### src/rtl/i2c_reg_sequencer.sv
// i2c_reg_sequencer: converts one register read/write request into the
// byte-level START / WRITE / READ / STOP command stream for a bit-level I2C
// engine. A NACK on any written byte aborts to STOP. The whole transaction is
// then retried up to MAX_RETRY extra times before an error response is given.
module i2c_reg_sequencer #(
    parameter int MAX_RETRY = 2
) (
    input  logic       clk,
    input  logic       reset,
    input  logic       req_valid,
    output logic       req_ready,
    input  logic       req_rw,
    input  logic [6:0] req_dev,
    input  logic [7:0] req_reg,
    input  logic [7:0] req_wdata,
    output logic       cmd_valid,
    input  logic       cmd_ready,
    output logic [1:0] cmd_op,
    output logic [7:0] cmd_data,
    output logic       cmd_nack,
    input  logic       done_valid,
    input  logic       done_ack,
    input  logic [7:0] done_data,
    output logic       rsp_valid,
    output logic [7:0] rsp_rdata,
    output logic       rsp_err
);

    localparam int RETRY_W = (MAX_RETRY < 1) ? 1 : $clog2(MAX_RETRY + 1);
    localparam logic [RETRY_W-1:0] RETRY_LIMIT = RETRY_W'(MAX_RETRY);

    localparam logic [1:0] OP_START = 2'b00;
    localparam logic [1:0] OP_WRITE = 2'b01;
    localparam logic [1:0] OP_READ  = 2'b10;
    localparam logic [1:0] OP_STOP  = 2'b11;

    typedef enum logic [3:0] {
        IDLE,
        START,
        DEVW,
        REG,
        WDATA,
        RSTART,
        DEVR,
        RDATA,
        STOP,
        RESP
    } state_t;

    state_t               state_reg;
    state_t               state_next;

    // Captured request
    logic                 rw_reg;
    logic [6:0]           dev_reg;
    logic [7:0]           reg_addr_reg;
    logic [7:0]           wdata_reg;
    logic [7:0]           rdata_reg;

    // Transaction bookkeeping
    logic [RETRY_W-1:0]   retry_reg;
    logic                 nack_pending_reg;
    logic                 waiting_reg;

    // Registered outputs
    logic                 req_ready_reg;
    logic                 cmd_valid_reg;
    logic [1:0]           cmd_op_reg;
    logic [7:0]           cmd_data_reg;
    logic                 cmd_nack_reg;
    logic                 rsp_valid_reg;
    logic [7:0]           rsp_rdata_reg;
    logic                 rsp_err_reg;

    // Decoded transition side effects
    logic                 advance;
    logic                 set_nack;
    logic                 retry_inc;
    logic                 give_up;

    // Command that belongs to the state being entered
    logic                 has_cmd_next;
    logic [1:0]           cmd_op_next;
    logic [7:0]           cmd_data_next;
    logic                 cmd_nack_next;

    assign req_ready = req_ready_reg;
    assign cmd_valid = cmd_valid_reg;
    assign cmd_op    = cmd_op_reg;
    assign cmd_data  = cmd_data_reg;
    assign cmd_nack  = cmd_nack_reg;
    assign rsp_valid = rsp_valid_reg;
    assign rsp_rdata = rsp_rdata_reg;
    assign rsp_err   = rsp_err_reg;

    // A completion only counts when a command has actually been accepted.
    assign advance = waiting_reg & done_valid;

    // Next-state decode: every command state leaves only on its own completion.
    always_comb begin
        state_next = state_reg;
        set_nack   = 1'b0;
        retry_inc  = 1'b0;
        give_up    = 1'b0;
        case (state_reg)
            IDLE: begin
                if (req_valid) begin
                    state_next = START;
                end
            end
            START: begin
                if (advance) begin
                    state_next = DEVW;
                end
            end
            DEVW: begin
                if (advance) begin
                    if (done_ack) begin
                        state_next = REG;
                    end else begin
                        state_next = STOP;
                        set_nack   = 1'b1;
                    end
                end
            end
            REG: begin
                if (advance) begin
                    if (!done_ack) begin
                        state_next = STOP;
                        set_nack   = 1'b1;
                    end else if (rw_reg) begin
                        state_next = RSTART;
                    end else begin
                        state_next = WDATA;
                    end
                end
            end
            WDATA: begin
                if (advance) begin
                    state_next = STOP;
                    set_nack   = ~done_ack;
                end
            end
            RSTART: begin
                if (advance) begin
                    state_next = DEVR;
                end
            end
            DEVR: begin
                if (advance) begin
                    if (done_ack) begin
                        state_next = RDATA;
                    end else begin
                        state_next = STOP;
                        set_nack   = 1'b1;
                    end
                end
            end
            RDATA: begin
                if (advance) begin
                    state_next = STOP;
                end
            end
            STOP: begin
                if (advance) begin
                    if (nack_pending_reg && (retry_reg < RETRY_LIMIT)) begin
                        state_next = START;
                        retry_inc  = 1'b1;
                    end else begin
                        state_next = RESP;
                        give_up    = nack_pending_reg;
                    end
                end
            end
            RESP: begin
                state_next = IDLE;
            end
            default: begin
                state_next = IDLE;
            end
        endcase
    end

    // Command payload for the state about to be entered.
    always_comb begin
        has_cmd_next  = 1'b0;
        cmd_op_next   = OP_START;
        cmd_data_next = 8'h00;
        cmd_nack_next = 1'b0;
        case (state_next)
            START, RSTART: begin
                has_cmd_next = 1'b1;
            end
            DEVW: begin
                has_cmd_next  = 1'b1;
                cmd_op_next   = OP_WRITE;
                cmd_data_next = {dev_reg, 1'b0};
            end
            REG: begin
                has_cmd_next  = 1'b1;
                cmd_op_next   = OP_WRITE;
                cmd_data_next = reg_addr_reg;
            end
            WDATA: begin
                has_cmd_next  = 1'b1;
                cmd_op_next   = OP_WRITE;
                cmd_data_next = wdata_reg;
            end
            DEVR: begin
                has_cmd_next  = 1'b1;
                cmd_op_next   = OP_WRITE;
                cmd_data_next = {dev_reg, 1'b1};
            end
            RDATA: begin
                has_cmd_next  = 1'b1;
                cmd_op_next   = OP_READ;
                cmd_nack_next = 1'b1;
            end
            STOP: begin
                has_cmd_next = 1'b1;
                cmd_op_next  = OP_STOP;
            end
            default: begin
                has_cmd_next = 1'b0;
            end
        endcase
    end

    // Sequencer state, request capture, command handshake and response registers.
    always_ff @(posedge clk or negedge reset) begin
        if (!reset) begin
            state_reg        <= IDLE;
            rw_reg           <= 1'b0;
            dev_reg          <= 7'h00;
            reg_addr_reg     <= 8'h00;
            wdata_reg        <= 8'h00;
            rdata_reg        <= 8'h00;
            retry_reg        <= '0;
            nack_pending_reg <= 1'b0;
            waiting_reg      <= 1'b0;
            req_ready_reg    <= 1'b1;
            cmd_valid_reg    <= 1'b0;
            cmd_op_reg       <= OP_START;
            cmd_data_reg     <= 8'h00;
            cmd_nack_reg     <= 1'b0;
            rsp_valid_reg    <= 1'b0;
            rsp_rdata_reg    <= 8'h00;
            rsp_err_reg      <= 1'b0;
        end else begin
            if (state_reg == IDLE && req_valid) begin
                rw_reg           <= req_rw;
                dev_reg          <= req_dev;
                reg_addr_reg     <= req_reg;
                wdata_reg        <= req_wdata;
                rdata_reg        <= 8'h00;
                retry_reg        <= '0;
                nack_pending_reg <= 1'b0;
            end

            if (set_nack) begin
                nack_pending_reg <= 1'b1;
            end
            if (retry_inc) begin
                retry_reg        <= retry_reg + RETRY_W'(1);
                nack_pending_reg <= 1'b0;
            end

            if (state_reg == RDATA && advance) begin
                rdata_reg <= done_data;
            end

            state_reg     <= state_next;
            req_ready_reg <= (state_next == IDLE);
            rsp_valid_reg <= (state_next == RESP);
            rsp_err_reg   <= give_up;
            rsp_rdata_reg <= (state_next == RESP && !give_up) ? rdata_reg : 8'h00;

            // Every state change presents the new state's command at once;
            // otherwise the held command drops after acceptance and waits.
            if (state_next != state_reg) begin
                waiting_reg   <= 1'b0;
                cmd_valid_reg <= has_cmd_next;
                cmd_op_reg    <= cmd_op_next;
                cmd_data_reg  <= cmd_data_next;
                cmd_nack_reg  <= cmd_nack_next;
            end else if (cmd_valid_reg && cmd_ready) begin
                cmd_valid_reg <= 1'b0;
                waiting_reg   <= 1'b1;
            end
        end
    end

endmodule

### config.mk
export PLATFORM = sky130hd
export DESIGN_NAME = i2c_reg_sequencer
export DESIGN_NICKNAME = d
export VERILOG_FILES = /design/src/rtl/i2c_reg_sequencer.sv
export SDC_FILE = /design/constraint.sdc
export NUM_CORES = 1
export LEC_CHECK = 0
export ABC_CLOCK_PERIOD_IN_PS = 4000
export CORE_ASPECT_RATIO = 1.25
export CORE_UTILIZATION = 50
export DETAILED_ROUTE_END_ITERATION = 10
export PLACE_DENSITY = 0.87
export SLEW_MARGIN = 20
export SYNTH_ARGS = -nofsm -noshare
export SYNTH_HDL_FRONTEND = slang
export SYNTH_SLANG_ARGS = --single-unit
### constraint.sdc
create_clock -name clk -period 4 [get_ports clk]
set_input_delay 0.8 -clock clk [delete_from_list [all_inputs] [get_ports clk]]
set_output_delay 0.8 -clock clk [all_outputs]
set_load 0.03 [all_outputs]
==> tab_implementation.tex <==
\begin{tabular}{lr}
\hline
Metric & Value \\
\hline
\multicolumn{2}{l}{\textbf{Floorplan}} \\
\quad Die X-Extent & 71.81 um \\
\quad Number of top-level pins & 61 \\
\quad Height of the chip & 89.26 um \\
\quad Row cnt & 31 \\
\quad Starting Density & 52.34\% \\
\quad Area of the core & 0.005818 mm\^{}2 \\
\quad Die Area & 0.006409 mm\^{}2 \\
\multicolumn{2}{l}{\textbf{Logic synthesis}} \\
\quad Sequential element share of the synthesized area & 51.81\% \\
\quad Top cell type's share of synthesized area & 50.94\% \\
\quad Warning count from the yosys run & 0 \\
\quad Number of synthesized flops with an enable pin & 0 \\
\quad Cell taking the most area after synthesis & dfrtp\_1 \\
\quad Post-Syn Area per Cell & 9.285 um\^{}2 \\
\quad Count of cell types in the netlist & 48 \\
\quad Synthesized instance count & 328 \\
\quad Largest cells by area after synthesis & dfrtp\_1 (51\%), nand2\_1 (10\%), and2\_1 (3.3\%), a31oi\_1 (2.9\%), nand3\_1 (2.8\%) \\
\quad Dominant register cell in the synthesized netlist & dfrtp\_1 \\
\quad Syn Std Cell Area & 0.003045 mm\^{}2 \\
\quad Share of async-settable or async-resettable flops after synthesis & 100.0\% \\
\quad Flops \& latches, synth & 63 \\
\quad Post-synth net total & 366 \\
\multicolumn{2}{l}{\textbf{Clock network}} \\
\quad Clock buffers created by TritonCTS & 9 \\
\quad CTS Root Buffer Type & clkbuf\_8 \\
\quad Clock transition time at the flip-flop clock pins of the worst setup and hold paths & 0.07 ns \\
\quad Source-to-sink clock delay at the later pin of the worst-skew pair & 0.33 ns \\
\quad \# H-tree levels & 3 \\
\quad CTS-repair resized insts & 0 \\
\quad Longest Clk Path Bufs & 2 \\
\quad TritonCTS clock tree & yes \\
\quad Hold-fix buffers at CTS & 0 \\
\quad Post-CTS Setup Bufs & 0 \\
\quad Number of sinks on the clock net & 63 \\
\multicolumn{2}{l}{\textbf{Place}} \\
\quad Last weighted congestion value of the routability-driven placer & 0.9215 \\
\quad HPWL after detailed placement & 4980 um \\
\quad Post-detailed-placement cell area & 0.003623 mm\^{}2 \\
\quad Port-buffer cells & 60 \\
\multicolumn{2}{l}{\textbf{Layout}} \\
\quad Number of inserted diodes & 0 \\
\quad End-of-flow core utilization & 65.87\% \\
\quad Post-route standard cell area excluding fillers & 0.003832 mm\^{}2 \\
\quad Share of layout cells above drive strength 1 & 9.302\% \\
\quad Total Nets Final & 420 \\
\quad Area growth from synthesis to layout & 25.84\% \\
\multicolumn{2}{l}{\textbf{Status}} \\
\quad Outcome & finished clean \\
\multicolumn{2}{l}{\textbf{Global route}} \\
\quad First-pass GRT wire length & 11,300 um \\
\quad Pin count of the biggest net entering global routing & 34 \\
\quad Initial antenna violation count & 0 \\
\quad GRT Overall Usage & 23.60\% \\
\quad Vias in the first global route & 2,446 \\
\quad Global-route congestion overflow total & 0 \\
\multicolumn{2}{l}{\textbf{Timing}} \\
\quad Worst Max-Slew Pin Slew & 1.006 ns \\
\quad Slew Limit Fails & 0 \\
\quad Number of failing setup endpoints in the final timing report & 0 \\
\quad Endpoints failing hold & 0 \\
\quad Highest achievable clock rate & 0.3854 GHz \\
\quad Worst slew margin relative to its limit & 32.97\% \\
\quad Final worst hold slack & 0.4732 ns \\
\quad Time the final worst path needs with I/O delays and setup & 2.595 ns \\
\quad Final-layout setup total negative slack & 0 ns \\
\quad Share of the clock period used by the worst path after layout & 64.86\% \\
\quad Clock skew & 0.006255 ns \\
\quad RSZ-0062 raised after global routing & no \\
\multicolumn{2}{l}{\textbf{Pwr}} \\
\quad Leakage power summed over all cells & 1.722 nW \\
\quad Power share of the combinational group & 41.9\% \\
\quad Switching share of power & 39.94\% \\
\quad Clock network fraction of design power & 20.5\% \\
\quad Maximum vdd drop & 0.0003478 V \\
\quad Switching power & 1.097 mW \\
\quad Power per unit of standard cell area & 716.6 mW/mm\^{}2 \\
\quad Internal power & 1.649 mW \\
\quad Post-layout total power & 2.746 mW \\
\quad Sequential fraction of design power & 37.7\% \\
\multicolumn{2}{l}{\textbf{Detailed routing}} \\
\quad Final ANT Viol Nets & 0 \\
\quad Final routed DRC violation total & 0 \\
\quad First-iteration detailed-routing DRC count & 259 \\
\quad DR WL/cell & 15.33 um \\
\quad DRT Pass-1 Iters & 4 \\
\quad Length of routed met2 wiring & 3453 um \\
\quad Highest metal layer with signal wires & met4 \\
\quad Detailed-route via count & 2,547 \\
\quad Detail-routed via count per cell & 5.623 \\
\quad Detailed-route wire length & 6946 um \\
\quad Metal1 wirelength & 2913 um \\
\quad Met3 Wirelength & 322 um \\
\multicolumn{2}{l}{\textbf{Job}} \\
\quad Max\_cap viols & 0 \\
\multicolumn{2}{l}{\textbf{Critical path}} \\
\quad Element type at the critical path start & input pin \\
\quad WP data required & 4.24 ns \\
\quad Arr. time, crit path & 2.84 ns \\
\quad Worst Path Max Fanout & 12 \\
\quad Critical setup path kind & in -> reg \\
\quad Critical Path End Type & register \\
\multicolumn{2}{l}{\textbf{Worst hold path}} \\
\quad Class of the most critical hold timing path & reg -> reg \\
\hline
\end{tabular}
[cell usage after synthesis, drive strengths merged, types with 5 or more instances]
| master | number |
|---|---|
| a21oi | 7 |
| inv | 11 |
| clkbuf | 6 |
| nand3 | 17 |
| nand2b | 5 |
| o21ai | 21 |
| a211oi | 10 |
| nand2 | 82 |
| a31oi | 14 |
| buf | 15 |
| or2 | 7 |
| dfrtp | 62 |
| and2 | 16 |
| nor2b | 8 |
| nor3 | 15 |
[power by group through the flow]
| stage | Combinational [mW] | Clock, mW | Sequential [mW] |
|---|---|---|---|
| 6_report | 1.15 | 0.562 | 1.03 |
| 5_1_grt | 1.26 | 0.600 | 1.06 |
| 4_1_cts | 1.15 | 0.571 | 1.03 |
| 3_5_place_dp | 1.15 | 0 | 1.04 |
| 3_3_place_gp | 1.11 | 0 | 1.04 |
| 2_1_floorplan | 0.795 | 0 | 1.07 |
[layout make-up]
type | count | area [um^2]
fill | 491 | 1986
sequential | 63 | 1578
multi-input combinational | 233 | 1296
timing repair buffer | 64 | 625.6
clock buffer | 13 | 168.9
tap | 66 | 82.58
inverter | 11 | 41.29
clock inverter | 3 | 40.04
[logic make-up (layout without fill, tap and decap cells)]
logic type / after synthesis / count (layout) / share of synthesized area [%]
AND/OR/NAND/NOR: 169 / 169 / 28.31
AO/OA/AOI/OAI: 63 / 63 / 13.93
flip-flops: 63 / 63 / 51.81
buffers and inverters: 32 / 91 / 5.628
multiplexers: 1 / 1 / 0.3287
[cells in the final DEF, fill, tap and decap left out, drive strengths merged, types with 2 or more instances in the layout]
| cell type | count |
|---|---|
| o32ai | 2 |
| dfrtp | 62 |
| nand4b | 4 |
| and2 | 16 |
| a21oi | 7 |
| o21ai | 21 |
| clkdlybuf4s50 | 59 |
| nor2 | 4 |
| nor2b | 8 |
| nand3b | 3 |
| buf | 5 |
| a211oi | 10 |
| nand3 | 17 |
| or3 | 2 |
| clkinv | 2 |
| a31oi | 14 |
| and3 | 2 |
| nor3 | 15 |
| or2 | 7 |
| clkbuf | 13 |
| nand2 | 82 |
| o2bb2ai | 2 |
| inv | 11 |
| nand2b | 5 |
[through the flow]
step	instances	setup slack, ns
finish	453	1.405
global route	453	1.283
CTS	453	1.426
detailed placement	437	1.084
global placement	437	1.200
floorplan	328	1.937
[per-layer routing]
layer | global-route usage (%) | up-vias
met5 | 0 | -
met4 | 13.37 | 0
met3 | 5.186 | 24
met2 | 39.28 | 101
met1 | 28.58 | 1190
li1 | - | 1232
[worst max-delay path, stage by stage]
cell and delay [ns]:
clkdlybuf4s50_1 0.59, and3b_1 0.27, o211a_1 0.27, nor3_4 0.39
inv_2 0.21, nor4_2 0.30
[path summary, 6_finish.rpt]
check / start / cells after the start / to / slack [ns]
worst max-delay path: done_ack / 6 / req_ready / 1.41
worst min-delay path: wdata_reg[1] / 2 / wdata_reg[1] / 0.47
worst max register to register: state_reg[3] / 5 / req_ready / 1.66
worst min register to register: wdata_reg[1] / 2 / wdata_reg[1] / 0.47
max in group asynchronous: reset / 2 / rdata_reg[4] / 2.63
min in group asynchronous: reset / 1 / dev_reg[5] / 0.50
(Power assumes the default switching activity.)
